==> config.mk <==
export PLATFORM = sky130hd
export DESIGN_NAME = elevator_request_conditioner
export DESIGN_NICKNAME = d
export VERILOG_FILES = /design/src/rtl/elevator_request_conditioner.sv
export SDC_FILE = /design/constraint.sdc
export NUM_CORES = 1
export LEC_CHECK = 0
export ABC_AREA = 1
export BUFFER_PORTS_ARGS = -buffer_cell sky130_fd_sc_hd__buf_2
export CAP_MARGIN = 15
export CORE_ASPECT_RATIO = 1.4
export CORE_MARGIN = 2
export CORE_UTILIZATION = 37
export DETAILED_ROUTE_END_ITERATION = 8
export GPL_TIMING_DRIVEN = 0
export HOLD_SLACK_MARGIN = 0.1
export SETUP_SLACK_MARGIN = 0.5
export SLEW_MARGIN = 20
export SYNTH_ARGS = -nofsm -noshare
export SYNTH_HDL_FRONTEND = slang
export SYNTH_SLANG_ARGS = --single-unit
==> constraint.sdc <==
create_clock -name clk -period 3.04 [get_ports clk]
set_input_delay 0.304 -clock clk [delete_from_list [all_inputs] [get_ports clk]]
set_output_delay 0.304 -clock clk [all_outputs]
set_load 0.1 [all_outputs]
==> src/rtl/elevator_request_conditioner.sv <==
// Conditions raw cabin/hall buttons and the stop switch for Elevator_Top:
// synchronize, debounce, and turn each accepted button press into one pulse.
module elevator_request_conditioner #(
  parameter int FLOORS_NUM      = 5,
  parameter int SYNC_STAGES     = 2,
  parameter int DEBOUNCE_CYCLES = 1_000_000
) (
  input  logic                  clk,
  input  logic                  rst_n,
  input  logic [FLOORS_NUM-1:0] btn_int_raw,
  input  logic [FLOORS_NUM-1:0] btn_ext_raw,
  input  logic                  stop_raw,
  output logic [FLOORS_NUM-1:0] req_int,
  output logic [FLOORS_NUM-1:0] req_ext,
  output logic                  stop
);

  localparam int BTN_CH  = 2 * FLOORS_NUM;
  localparam int CH      = BTN_CH + 1;
  localparam int STOP_CH = BTN_CH;
  localparam int CW      = $clog2(DEBOUNCE_CYCLES + 1);

  localparam logic [CW-1:0] CNT_LAST = CW'(DEBOUNCE_CYCLES - 1);

  logic [CH-1:0]                  raw;
  logic [CH-1:0]                  synced;
  logic [SYNC_STAGES-1:0][CH-1:0] sff;
  logic [CH-1:0]                  stable;
  logic [CH-1:0]                  stable_d;
  logic [CH-1:0][CW-1:0]          cnt;
  logic [CH-1:0][CW-1:0]          cnt_d;
  logic [BTN_CH-1:0]              rise;
  logic [BTN_CH-1:0]              req_q;

  assign raw    = {stop_raw, btn_ext_raw, btn_int_raw};
  assign synced = sff[SYNC_STAGES-1];

  // Stop asserts on the first synced high; only its release is debounced.
  always_comb begin
    stable_d = stable;
    cnt_d    = '0;
    for (int ch = 0; ch < CH; ch++) begin
      if (ch == STOP_CH && synced[ch]) begin
        stable_d[ch] = 1'b1;
      end else if (synced[ch] != stable[ch]) begin
        if (cnt[ch] == CNT_LAST) begin
          stable_d[ch] = synced[ch];
        end else begin
          cnt_d[ch] = cnt[ch] + CW'(1);
        end
      end
    end
  end

  assign rise = stable_d[BTN_CH-1:0] & ~stable[BTN_CH-1:0];

  always_ff @(posedge clk or negedge rst_n) begin
    if (!rst_n) begin
      sff    <= '0;
      stable <= '0;
      cnt    <= '0;
      req_q  <= '0;
    end else begin
      sff[0] <= raw;
      for (int i = 1; i < SYNC_STAGES; i++) begin
        sff[i] <= sff[i-1];
      end
      stable <= stable_d;
      cnt    <= cnt_d;
      req_q  <= rise;
    end
  end

  assign req_int = req_q[FLOORS_NUM-1:0];
  assign req_ext = req_q[BTN_CH-1:FLOORS_NUM];
  assign stop    = stable[STOP_CH];

endmodule

# Word-level counts from Yosys, hierarchy flattened
# Cells that the tools add are included.
[word_totals]
ff_bits = 263
input_bits = 13
out_inout_bits = 11
wordCells = 100
[classes]
n_addsub = 11
eq_ne = 22
n_mux = 46
bitwise = 2
n_reduce_logical = 3
[ops]
columns = ["op", "count"]
rows = [
  ["$mux 20", 23],
  ["$add 20x1->20 const B", 11],
  ["$eq 20x20->1 const B", 11],
  ["$mux 1", 23],
  ["$ne 1x1->1", 11],
  ["$and 10x10->10", 1],
  ["$not 10->10", 1],
  ["$reduce_bool 2->1", 2],
  ["$reduce_and 2->1", 1],
]

# Longest topological paths before layout
[depth]
ltp_word = 4
mapped_depth = 9
depth_no_buf = 9

# Least setup slack after synthesis
# OpenSTA, ideal clock, no wires.
[synth_timing]
kind = "flip-flop to flip-flop"
startpoint = "register stable[10]"
endpoint = "register cnt[200] (netlist name)"
setup_ns = 0.071
t_arrival_ns = 1.846
required_ns = 2.969
setup_slack_ns = 1.122
stages_incl_launch_ff = 8
n_path_buf = 1
synth_period_minus_slack_ns = 1.918
path_cell_list = "dfrtp_1 > inv_1 > ha_1 > inv_1 > nor2_1 > nand2_4 > buf_8 > nor2_1"
[synth_rtl]
columns = ["item", "line_no", "source"]
rows = [
  ["start, declared", "28", "logic [CH-1:0] stable;"],
  ["start signal, assigned", "68", "stable <= stable_d;"],
  ["end signal, assigned", "69", "cnt <= cnt_d;"],
  ["end, declared", "30", "logic [CH-1:0][CW-1:0] cnt;"],
]

# Worst setup path after layout
[layout_timing]
startpoint = "register req_q[0]"
endpoint = "output req_int[0]"
[layout_rtl]
columns = ["item", "line_no", "source"]
rows = [
  ["start, declared", "33", "logic [BTN_CH-1:0] req_q;"],
  ["start signal, assigned", "70", "req_q <= rise;"],
  ["end, declared", "13", "output logic [FLOORS_NUM-1:0] req_int,"],
]
# No word-level cell between the ends.

==> results.py <==
metrics = {
    "critical_path": {
        "startpoint_type": "register",
        "reg2reg_depth": 8,
        "endpoint": "req_int[0]",
        "end_kind": "output pin",
        "critPathSlowestCell": "buf_2",
        "required_ns": 2.74,
        "startpoint": "req_q[0]",
        "cp.arrival_ns": 1.36,
        "path_buf_inv": 1,
        "crit_family": "buffers and inverters",
        "max_stage_delay_ns": 0.45,
        "r2r_end": "cnt[13]",
        "crit_fanout": 1,
        "criticalPathCategory": "register to output pin",
        "r2r-start": "cnt[0]",
        "path_depth": 1,
        "r2r_setup_slack_ns": 1.43,
        "crit_chain": "buf_2",
    },
    "logic_synthesis": {
        "synth-compound-area-share_pct": 1.95,
        "yosys.area_share.adder_pct": 1.10,
        "yosysWarnings": 0,
        "yosysSeqAreaShare_pct": 48.2,
        "synth-simple-area-share_pct": 35.9,
        "syn_nets": 1734,
        "synthXorXnorAreaFrac_pct": 7.50,
        "syn_area_mm2": 0.0137,
        "synth_mux_area_share_pct": 0,
        "avgSynthCellArea_um2": 7.99,
        "syn_inst": 1709,
        "synth_top_family_by_area": "simple AND/OR/NAND/NOR gates",
        "ys_ff_latch": 263,
        "synth.distinct_cells": 34,
    },
    "sta": {
        "finClkSkew_ns": 0.0179,
        "period_minus_slack_ns": 1.66,
        "drv_slew": 0,
        "max-slew-margin-rel_pct": 65.0,
        "hold_viol": 0,
        "worst_pin_slew_ns": 0.529,
        "finalSetupViolations": 0,
        "post-route-period-util_pct": 54.6,
        "fmax_ghz": 0.602,
        "fin_tns_setup_ns": 0,
        "rsz0062_at_grt": "false",
    },
    "cts": {
        "cts_hold_buf": 12,
        "cts_root_buf": "clkbuf_16",
        "cts_buffer_depth": 3,
        "cts_num_sinks": 263,
        "post-cts-setup-buffers": 0,
        "clk_pin_slew_ns": 0.06,
        "post_cts_resize_count": 0,
        "cts_max_level": 1,
        "cts_buffers": 29,
        "cts_tree": "done",
        "clock_latency_ns": 0.56,
    },
    "final_layout": {
        "insertedDiodeCount": 0,
        "fin_cells": 2263,
        "regArea_mm2": 0.00658,
        "final_net_count": 1803,
        "drive_gt1_share_pct": 10.9,
        "nFillCells": 3657,
        "area_growth_pct": 14.1,
        "multiInputGateArea_mm2": 0.00635,
    },
    "power": {
        "peakVddDrop_mv": 0.560,
        "leakagePower_nw": 6.74,
        "powerDensity_mw_per_mm2": 484,
        "p_total_mw": 7.53,
    },
    "global_route": {
        "grt_pass1_vias": 10600,
        "grt_antenna_before_repair": 0,
        "grt_max_degree": 78,
        "grt_pass1_wl_mm": 46.1,
        "grtUsageTotal_pct": 13.8,
        "gr-total-overflow": 0,
    },
    "routing": {
        "wire_per_inst_um": 11.5,
        "ant_nets": 0,
        "routed_via_density": 4.66,
        "dr.pass1.iters": 5,
        "vias": 10600,
        "drt-initial-drc-count": 456,
        "drc": 0,
        "routed_wl_mm": 26.0,
    },
    "place": {
        "hpwl_mm": 18.9,
        "place_congestion": 0.850,
        "dp.cells": 2202,
        "port_buffers": 23,
    },
    "floorplan": {
        "die_x_um": 166,
        "die_h_um": 231,
        "rows": 83,
        "core_area_mm2": 0.0366,
        "start_util_pct": 37.3,
        "io-pin-count": 24,
        "dieArea_mm2": 0.0385,
    },
    "hold_path": {
        "hold_class": "primary input to async pin",
    },
    "run_status": {
        "status": "finished, final reports clean",
    },
    "job": {
        "cap_violations": 0,
    },
}
## per-stage QoR
| step | setup slack (ns) | instance area [µm²] | hold slack, ns | utilization [%] |
|---|---|---|---|---|
| after floorplan | 1.12 | 13700 | 0.00841 | - |
| after global placement | -3.30 | 14400 | 0.334 | 39.3 |
| after detailed placement | 1.42 | 14400 | 0.262 | 39.5 |
| after CTS | 1.33 | 15600 | 0.263 | 42.6 |
| after global routing | 1.24 | 15600 | 0.295 | 42.6 |
| final | 1.38 | 15600 | 0.264 | 42.6 |
## per-layer routing
layer | GRT usage [%] | wire, µm
met2 | 26.5 | 13500
met3 | 1.88 | 732
met1 | 15.9 | 11300
met4 | 4.15 | 544
met5 | 0 | 0
## registers in the layout (all words and copies together), names as in the netlist
signal	cells
cnt	220
synced	11
stable	11
req_q	10
sff	11
## Yosys cell counts, drive strengths merged
| cell type | number | area [µm²] |
|---|---|---|
| nand2 | 394 | 1590 |
| or2 | 1 | 6.26 |
| nor3b | 12 | 90.1 |
| a21oi | 21 | 105 |
| nor2 | 470 | 1970 |
| nand3 | 108 | 601 |
| a211oi | 1 | 7.51 |
| o22ai | 1 | 6.26 |
| xnor2 | 30 | 270 |
| inv | 183 | 687 |
| nand4 | 33 | 206 |
| o21bai | 3 | 22.5 |
| a31oi | 8 | 50.1 |
| dfrtp | 263 | 6580 |
| nand3b | 4 | 42.5 |
| ha | 12 | 150 |
| o21ai | 15 | 75.1 |
| buf | 3 | 31.3 |
| xor2 | 86 | 753 |
| clkinv | 1 | 3.75 |
| nor3 | 60 | 398 |
## layout make-up
| cell class | instances | area share (%) |
|---|---|---|
| well taps | 467 | 3.75 |
| plain buffers | 3 | 0.201 |
| multi-input cells | 1259 | 40.8 |
| repair buffers | 38 | 2.11 |
| inverters | 184 | 4.44 |
| clock inverters | 12 | 1.25 |
| clock buffers | 37 | 5.24 |
| flip-flops and latches | 263 | 42.3 |
## kinds of logic (layout without fill, tap and decap cells)
family,Yosys count,after routing
fa+ha+maj,12,12
simple gates,1082,1082
compound gates,49,49
buf+inv,187,274
xor+xnor,116,116
flops,263,263
## where the power goes
group	switching (mW)	total (mW)	internal (mW)
Sequential	0.0345	3.58	3.55
Clock	1.41	3.71	2.30
Combinational	0.169	0.244	0.0753
## how the worst min path moves through the flow
| stage | to | slack (ns) |
|---|---|---|
| after floorplan | cnt[0] | 0.008 |
| after global placement | synced[7] | 0.33 |
| after detailed placement | cnt[158] | 0.26 |
| after CTS | cnt[25] | 0.26 |
| after global routing | cnt[158] | 0.30 |
| final | cnt[158] | 0.26 |
## placed cells by master, fill, tap and decap left out, drive strengths merged
| master | count |
|---|---|
| nand3 | 108 |
| clkinv | 6 |
| clkbuf | 37 |
| a21oi | 21 |
| xnor2 | 30 |
| nand3b | 4 |
| o21bai | 3 |
| a31oi | 8 |
| or2 | 1 |
| dlygate4sd3 | 12 |
| xor2 | 86 |
| nand4 | 33 |
| inv | 183 |
| ha | 12 |
| nand2 | 394 |
| nor3 | 60 |
| clkinvlp | 2 |
| o22ai | 1 |
| a211oi | 1 |
| nor2 | 470 |
| dfrtp | 263 |
| bufinv | 5 |
| o21ai | 15 |
| buf | 29 |
| nor3b | 12 |
Power figures use the tool's default switching activity.
